### src/rtl/chunked_add_sub_if.sv
// Purpose: bundles the start/operand request and the busy/done/result response of chunked_add_sub.
// Latency: none (wiring only).
// Backpressure: none; the requester watches busy, and start is ignored while busy is high.
interface chunked_add_sub_if #(
    parameter int WIDTH = 16
);
    logic             start;
    logic             sub;
    logic [WIDTH-1:0] a;
    logic [WIDTH-1:0] b;
    logic             busy;
    logic             done;
    logic [WIDTH-1:0] result;
    logic             c_out;
    logic             ovf;

    modport master (
        output start, sub, a, b,
        input  busy, done, result, c_out, ovf
    );

    modport slave (
        input  start, sub, a, b,
        output busy, done, result, c_out, ovf
    );
endinterface

### src/rtl/chunked_add_sub.sv
// Purpose: WIDTH-bit add/sub computed CHUNK bits per clock, with a registered carry rippling between chunks.
// Latency: done pulses NCHUNK cycles after start is sampled; one operation per NCHUNK+1 cycles.
// Backpressure: start is ignored while busy. Define CHUNKED_ADD_SUB_SAT_EN to saturate the result on signed overflow.
module chunked_add_sub #(
    parameter int WIDTH = 16,
    parameter int CHUNK = 4
) (
    input  logic             clk,
    input  logic             rst_n,
    chunked_add_sub_if.slave bus
);
    localparam int NCHUNK = WIDTH / CHUNK;
    localparam int IDXW   = (NCHUNK > 1) ? $clog2(NCHUNK) : 1;

    // Reject configurations where the chunks do not tile the operand exactly.
    if (CHUNK < 1 || CHUNK > WIDTH || (WIDTH % CHUNK) != 0) begin : g_bad_cfg
        $error("chunked_add_sub: WIDTH must be a positive multiple of CHUNK");
    end

`ifdef CHUNKED_ADD_SUB_SAT_EN
    // Most negative two's-complement value. Its inverse is the most positive value.
    localparam logic [WIDTH-1:0] SAT_MIN = (WIDTH)'(1) << (WIDTH - 1);
`endif

    typedef enum logic {
        IDLE = 1'b0,
        RUN  = 1'b1
    } state_t;

    state_t            state_q, state_d;
    logic [WIDTH-1:0]  op_a_q, op_a_d;
    logic [WIDTH-1:0]  op_b_q, op_b_d;
    logic [WIDTH-1:0]  acc_q, acc_d;
    logic              carry_q, carry_d;
    logic [IDXW-1:0]   idx_q, idx_d;
    logic              busy_q, busy_d;
    logic              done_q, done_d;
    logic [WIDTH-1:0]  result_q, result_d;
    logic              c_out_q, c_out_d;
    logic              ovf_q, ovf_d;

    // Datapath for the current chunk.
    logic [CHUNK-1:0]  chunk_a;
    logic [CHUNK-1:0]  chunk_b;
    logic [CHUNK:0]    sum;
    logic [WIDTH-1:0]  acc_next;
    logic              last;
    logic              c_msb_in;
    logic              ovf_calc;
    logic [WIDTH-1:0]  result_calc;

    // Select the active chunk, add it with the rippled carry, and merge it into the accumulator.
    always_comb begin
        chunk_a  = '0;
        chunk_b  = '0;
        for (int k = 0; k < NCHUNK; k++) begin
            if (idx_q == IDXW'(k)) begin
                chunk_a = op_a_q[k*CHUNK +: CHUNK];
                chunk_b = op_b_q[k*CHUNK +: CHUNK];
            end
        end

        sum = {1'b0, chunk_a} + {1'b0, chunk_b} + {{CHUNK{1'b0}}, carry_q};

        acc_next = acc_q;
        for (int k = 0; k < NCHUNK; k++) begin
            if (idx_q == IDXW'(k)) begin
                acc_next[k*CHUNK +: CHUNK] = sum[CHUNK-1:0];
            end
        end

        last = (idx_q == IDXW'(NCHUNK - 1));

        // The sum bit is a ^ b ^ cin, so the carry into the MSB can be recovered from the top bits of the chunk.
        // This matters only on the last chunk, where the top bit is the operand MSB.
        c_msb_in    = chunk_a[CHUNK-1] ^ chunk_b[CHUNK-1] ^ sum[CHUNK-1];
        ovf_calc    = c_msb_in ^ sum[CHUNK];
        result_calc = acc_next;
`ifdef CHUNKED_ADD_SUB_SAT_EN
        if (ovf_calc) begin
            result_calc = op_a_q[WIDTH-1] ? SAT_MIN : ~SAT_MIN;
        end
`endif
    end

    // Next-state logic: capture operands in IDLE, process one chunk per RUN cycle, and publish on the last chunk.
    always_comb begin
        state_d  = state_q;
        op_a_d   = op_a_q;
        op_b_d   = op_b_q;
        acc_d    = acc_q;
        carry_d  = carry_q;
        idx_d    = idx_q;
        busy_d   = busy_q;
        done_d   = 1'b0;
        result_d = result_q;
        c_out_d  = c_out_q;
        ovf_d    = ovf_q;

        case (state_q)
            IDLE: begin
                if (bus.start) begin
                    // Subtraction is a + ~b + 1. The +1 enters as the initial carry.
                    op_a_d  = bus.a;
                    op_b_d  = bus.sub ? ~bus.b : bus.b;
                    carry_d = bus.sub;
                    acc_d   = '0;
                    idx_d   = '0;
                    busy_d  = 1'b1;
                    state_d = RUN;
                end
            end
            RUN: begin
                acc_d   = acc_next;
                carry_d = sum[CHUNK];
                idx_d   = idx_q + IDXW'(1);
                if (last) begin
                    idx_d    = '0;
                    result_d = result_calc;
                    c_out_d  = sum[CHUNK];
                    ovf_d    = ovf_calc;
                    done_d   = 1'b1;
                    busy_d   = 1'b0;
                    state_d  = IDLE;
                end
            end
            default: begin
                state_d = IDLE;
                busy_d  = 1'b0;
            end
        endcase
    end

    // State and output registers. Reset aborts any operation in flight without a done pulse.
    always_ff @(posedge clk or negedge rst_n) begin
        if (!rst_n) begin
            state_q  <= IDLE;
            op_a_q   <= '0;
            op_b_q   <= '0;
            acc_q    <= '0;
            carry_q  <= 1'b0;
            idx_q    <= '0;
            busy_q   <= 1'b0;
            done_q   <= 1'b0;
            result_q <= '0;
            c_out_q  <= 1'b0;
            ovf_q    <= 1'b0;
        end else begin
            state_q  <= state_d;
            op_a_q   <= op_a_d;
            op_b_q   <= op_b_d;
            acc_q    <= acc_d;
            carry_q  <= carry_d;
            idx_q    <= idx_d;
            busy_q   <= busy_d;
            done_q   <= done_d;
            result_q <= result_d;
            c_out_q  <= c_out_d;
            ovf_q    <= ovf_d;
        end
    end

    assign bus.busy   = busy_q;
    assign bus.done   = done_q;
    assign bus.result = result_q;
    assign bus.c_out  = c_out_q;
    assign bus.ovf    = ovf_q;

endmodule

### src/flat_wrapper.sv
// flat-port wrapper written by rule: the top's interface ports become plain ports
module chunked_add_sub_flat 
#(
    parameter int WIDTH = 16,
    parameter int CHUNK = 4
)
  (clk, rst_n, bus_start, bus_sub, bus_a, bus_b, bus_busy, bus_done, bus_result, bus_c_out, bus_ovf);
  chunked_add_sub_if #(.WIDTH(WIDTH)) bus_i ();
  input  logic clk;
  input  logic rst_n;
  input wire logic [$bits(bus_i.start)-1:0] bus_start;
  input wire logic [$bits(bus_i.sub)-1:0] bus_sub;
  input wire logic [$bits(bus_i.a)-1:0] bus_a;
  input wire logic [$bits(bus_i.b)-1:0] bus_b;
  output wire logic [$bits(bus_i.busy)-1:0] bus_busy;
  output wire logic [$bits(bus_i.done)-1:0] bus_done;
  output wire logic [$bits(bus_i.result)-1:0] bus_result;
  output wire logic [$bits(bus_i.c_out)-1:0] bus_c_out;
  output wire logic [$bits(bus_i.ovf)-1:0] bus_ovf;
  assign bus_i.start = bus_start;
  assign bus_i.sub = bus_sub;
  assign bus_i.a = bus_a;
  assign bus_i.b = bus_b;
  assign bus_busy = bus_i.busy;
  assign bus_done = bus_i.done;
  assign bus_result = bus_i.result;
  assign bus_c_out = bus_i.c_out;
  assign bus_ovf = bus_i.ovf;
  chunked_add_sub #(.WIDTH(WIDTH), .CHUNK(CHUNK)) u_core (.clk(clk), .rst_n(rst_n), .bus(bus_i));
endmodule
### config.mk
export PLATFORM = sky130hd
export DESIGN_NAME = chunked_add_sub_flat
export DESIGN_NICKNAME = d
export VERILOG_FILES = /design/src/rtl/chunked_add_sub_if.sv /design/src/rtl/chunked_add_sub.sv /design/src/flat_wrapper.sv
export SDC_FILE = /design/constraint.sdc
export NUM_CORES = 1
export LEC_CHECK = 0
export CAP_MARGIN = 20
export CELL_PAD_IN_SITES_DETAIL_PLACEMENT = 0
export CELL_PAD_IN_SITES_GLOBAL_PLACEMENT = 2
export CORE_MARGIN = 4
export CORE_UTILIZATION = 34
export CTS_CLUSTER_SIZE = 14
export DETAILED_ROUTE_END_ITERATION = 12
export GPL_ROUTABILITY_DRIVEN = 1
export MAX_ROUTING_LAYER = met4
export PLACE_DENSITY_LB_ADDON = 0.1
export SYNTH_ARGS = -nofsm -noshare
export SYNTH_HDL_FRONTEND = slang
export SYNTH_SLANG_ARGS = --single-unit
export TNS_END_PERCENT = 50
### constraint.sdc
create_clock -name clk -period 3.4 [get_ports clk]
set_clock_uncertainty 0.05 [all_clocks]
set_input_delay 0.68 -clock clk [delete_from_list [all_inputs] [get_ports clk]]
set_output_delay 0.68 -clock clk [all_outputs]
set_load 0.03 [all_outputs]
==> results.cfg <==
[global_routing]
grt_overflow = 0
antenna_found_initial = 0
grt_pass1_wl_mm = 12.4
grt_pass1_vias = 2306
track_usage = 0.145
grt_max_degree = 51

[critical_path]
worstSetupPathType = flip-flop to flip-flop
crit_required_ns = 3.57
endpoint_kind = flip-flop
crit_fanout = 17
worstPathCellList = inv_1, ha_1, nor2b_1, nor3_1, a21oi_2, fa_1, inv_1, fa_1, a21o_1, a21oi_1, xor2_1, o21ai_1
arrival_ns = 3.26
cpMaxStageDelayCell = ha_1
crit_buf_inv = 2
crit_family = adder cells
cp-start-kind = flip-flop
rrSetupSlack_ns = 0.31
worst_path_largest_cell_delay_ns = 0.58

[layout]
final_common_cell = dfrtp_1
multi_input_area_sq_um = 1520
syn2layout_area_growth_pct = 26.3
seq_area_sq_um = 1700
drive_above_1_share = 0.143
n_fill_cell = 970
final_util = 0.440
finalNetCount = 411
diodes = 0
layout_common_cells = dfrtp_1, clkdlybuf4s50_1, nand2_1

[placed_design]
port_buffers = 55
gp_congestion = 0.728
dp_hpwl_mm = 5.36

[route]
drtAntennaViolNets = 0
viasPerCell = 4.60
wl_met2_mm = 3.52
routed.top_layer = met4
wl_met1_mm = 3.50
drcViolationCount = 0
drt_iter0_drc = 85
vias = 2316
dr.pass1.iters = 4
met3WireLength_microns = 292
drt_wl_total_mm = 7.45
wl_per_cell_microns = 14.8

[synthesis]
yosysWarnings = 0
avgSynthCellArea_sq_um = 10.9
syn_nets = 356
netlist_area_sq_um = 3390
yosysTopAreaCell = dfrtp_1
ys_seq_area_frac = 0.501
synth_top_area_frac = 0.501
synth_cell_types = 32
ys_ff_latch = 68
synthCells = 311
synthTopCellsByArea = dfrtp_1, mux2_4, nand2_1, mux2i_1, xnor2_1

[clocking]
clock-sinks = 68
cts_buffers = 9
cts_resized = 0
cts.clk_slew.worst_paths_ns = 0.07
clock_latency_ns = 0.35
cts_tree = done
cts_root_buf = clkbuf_8
cts_buffer_depth = 2
postCtsHoldBufs = 0
post_cts_buffers = 0
htreeDepth = 3

[power_and_ir_drop]
powerDensity_nw_per_um2 = 1090
ir_worst_vdd_mv = 0.330
leakage_nw = 1.90
p_clk_frac = 0.158
swShare = 0.410
p_comb_frac = 0.529
p_int_mw = 2.75
p_sw_mw = 1.91
seqPwrFrac = 0.313

[timing]
clock.fmax_mhz = 324
rsz0062_at_grt = false
hold_violations = 0
slew_violations = 0
fin_crit_sh = 0.908
fin_setup_tns_ns = 0
slew_headroom = 0.323
finalCriticalPeriod_ns = 3.09
setup_violations = 0
worstMarginPinSlew_ns = 1.02

[floorplan]
floorplan.initialDensity = 0.349
die_area_sq_um = 11600
die_h_microns = 108
core_area_sq_um = 9730
io_pins = 56
placementRows = 36
die_x_microns = 108

[job]
cap_violations = 0

[status]
status = finished clean

[worst_hold_path]
hold_class = primary input to async pin
[state kept, by name, summed over array words and instances (netlist names)]
name	cells
u_core.acc_q	12
u_core.bus.busy	1
u_core.bus.c_out	1
u_core.bus.done	1
u_core.bus.ovf	1
u_core.bus.result	16
u_core.carry_q	1
u_core.idx_q	2
u_core.op_a_q	16
u_core.op_b_q	16
u_core.state_q	1
[routing by layer]
layer  GRT usage  up-vias
met1       0.195     1106
met3      0.0324       11
met4      0.0541        0
met5           -        -
met2       0.213       44
li1            -     1155
[logic make-up after synthesis]
family	share of synthesized area
AO/OA/AOI/OAI	0.123
XOR/XNOR	0.0513
multiplexers	0.118
AND/OR/NAND/NOR	0.116
flip-flops	0.501
adder cells (fa/ha/maj)	0.0376
buffers and inverters	0.0524
[worst paths after layout]
path                                                  start                                to  depth (start not counted)
min                                                   rst_n       u_core.acc_q[4]$_DFFE_PN0P_                          1
min in group clk           u_core.bus.result[4]$_DFFE_PN0P_  u_core.bus.result[4]$_DFFE_PN0P_                          2
min reg2reg                u_core.bus.result[4]$_DFFE_PN0P_  u_core.bus.result[4]$_DFFE_PN0P_                          2
max                             u_core.idx_q[0]$_DFFE_PN0P_        u_core.bus.ovf$_DFFE_PN0P_                         12
max in group asynchronous                             rst_n      u_core.op_a_q[5]$_DFFE_PN0P_                          3
max reg2reg                     u_core.idx_q[0]$_DFFE_PN0P_        u_core.bus.ovf$_DFFE_PN0P_                         12
[Yosys cell counts, drive strengths merged]
| cell | number |
|---|---|
| a211oi | 1 |
| a21o | 1 |
| a21oi | 11 |
| a221oi | 7 |
| buf | 19 |
| clkbuf | 5 |
| dfrtp | 68 |
| fa | 2 |
| ha | 7 |
| inv | 7 |
| mux2 | 17 |
| mux2i | 15 |
| nand2 | 51 |
| nand2b | 11 |
| nand3b | 2 |
| nor2 | 2 |
| nor2b | 11 |
| nor3 | 2 |
| nor3b | 3 |
| o21ai | 44 |
| o31ai | 6 |
| xnor2 | 18 |
| xor2 | 1 |
[through the flow]
stage	instance area [sq um]	worst slack (ns)	cells	total power, mW	hold slack (ns)
after floorplan	3390	0.608	311	3.18	0.334
after global placement	4070	0.386	488	3.97	0.410
after detailed placement	4070	0.316	488	4.00	0.420
after CTS	4280	0.302	504	4.75	0.233
after global routing	4280	0.0461	504	5.08	0.256
final	4280	0.312	504	4.66	0.221
[worst register-to-register path, delay by kind of cell (launching register included)]
family	cells	cell delay, ns
xor+xnor	1	0.17
buf+inv	2	0.16
flops	1	0.42
compound gates	4	0.70
simple gates	2	0.28
fa+ha+maj	3	1.19
[area by class of cell]
class / instances / share of cell area
inverters: 7 / 0.00613
well taps: 133 / 0.0388
flip-flops and latches: 68 / 0.397
clock buffers: 12 / 0.0339
multi-input cells: 212 / 0.354
clock inverters: 4 / 0.0169
repair buffers: 68 / 0.153
[power by group through the flow]
stage | clock (mW) | combinational (mW) | sequential (mW)
floorplan | 0 | 1.63 | 1.55
global placement | 0 | 2.49 | 1.48
detailed placement | 0 | 2.52 | 1.48
CTS | 0.755 | 2.52 | 1.47
global route | 0.795 | 2.77 | 1.52
finish | 0.739 | 2.47 | 1.46
Note: power is estimated with default switching activity, not from simulation.
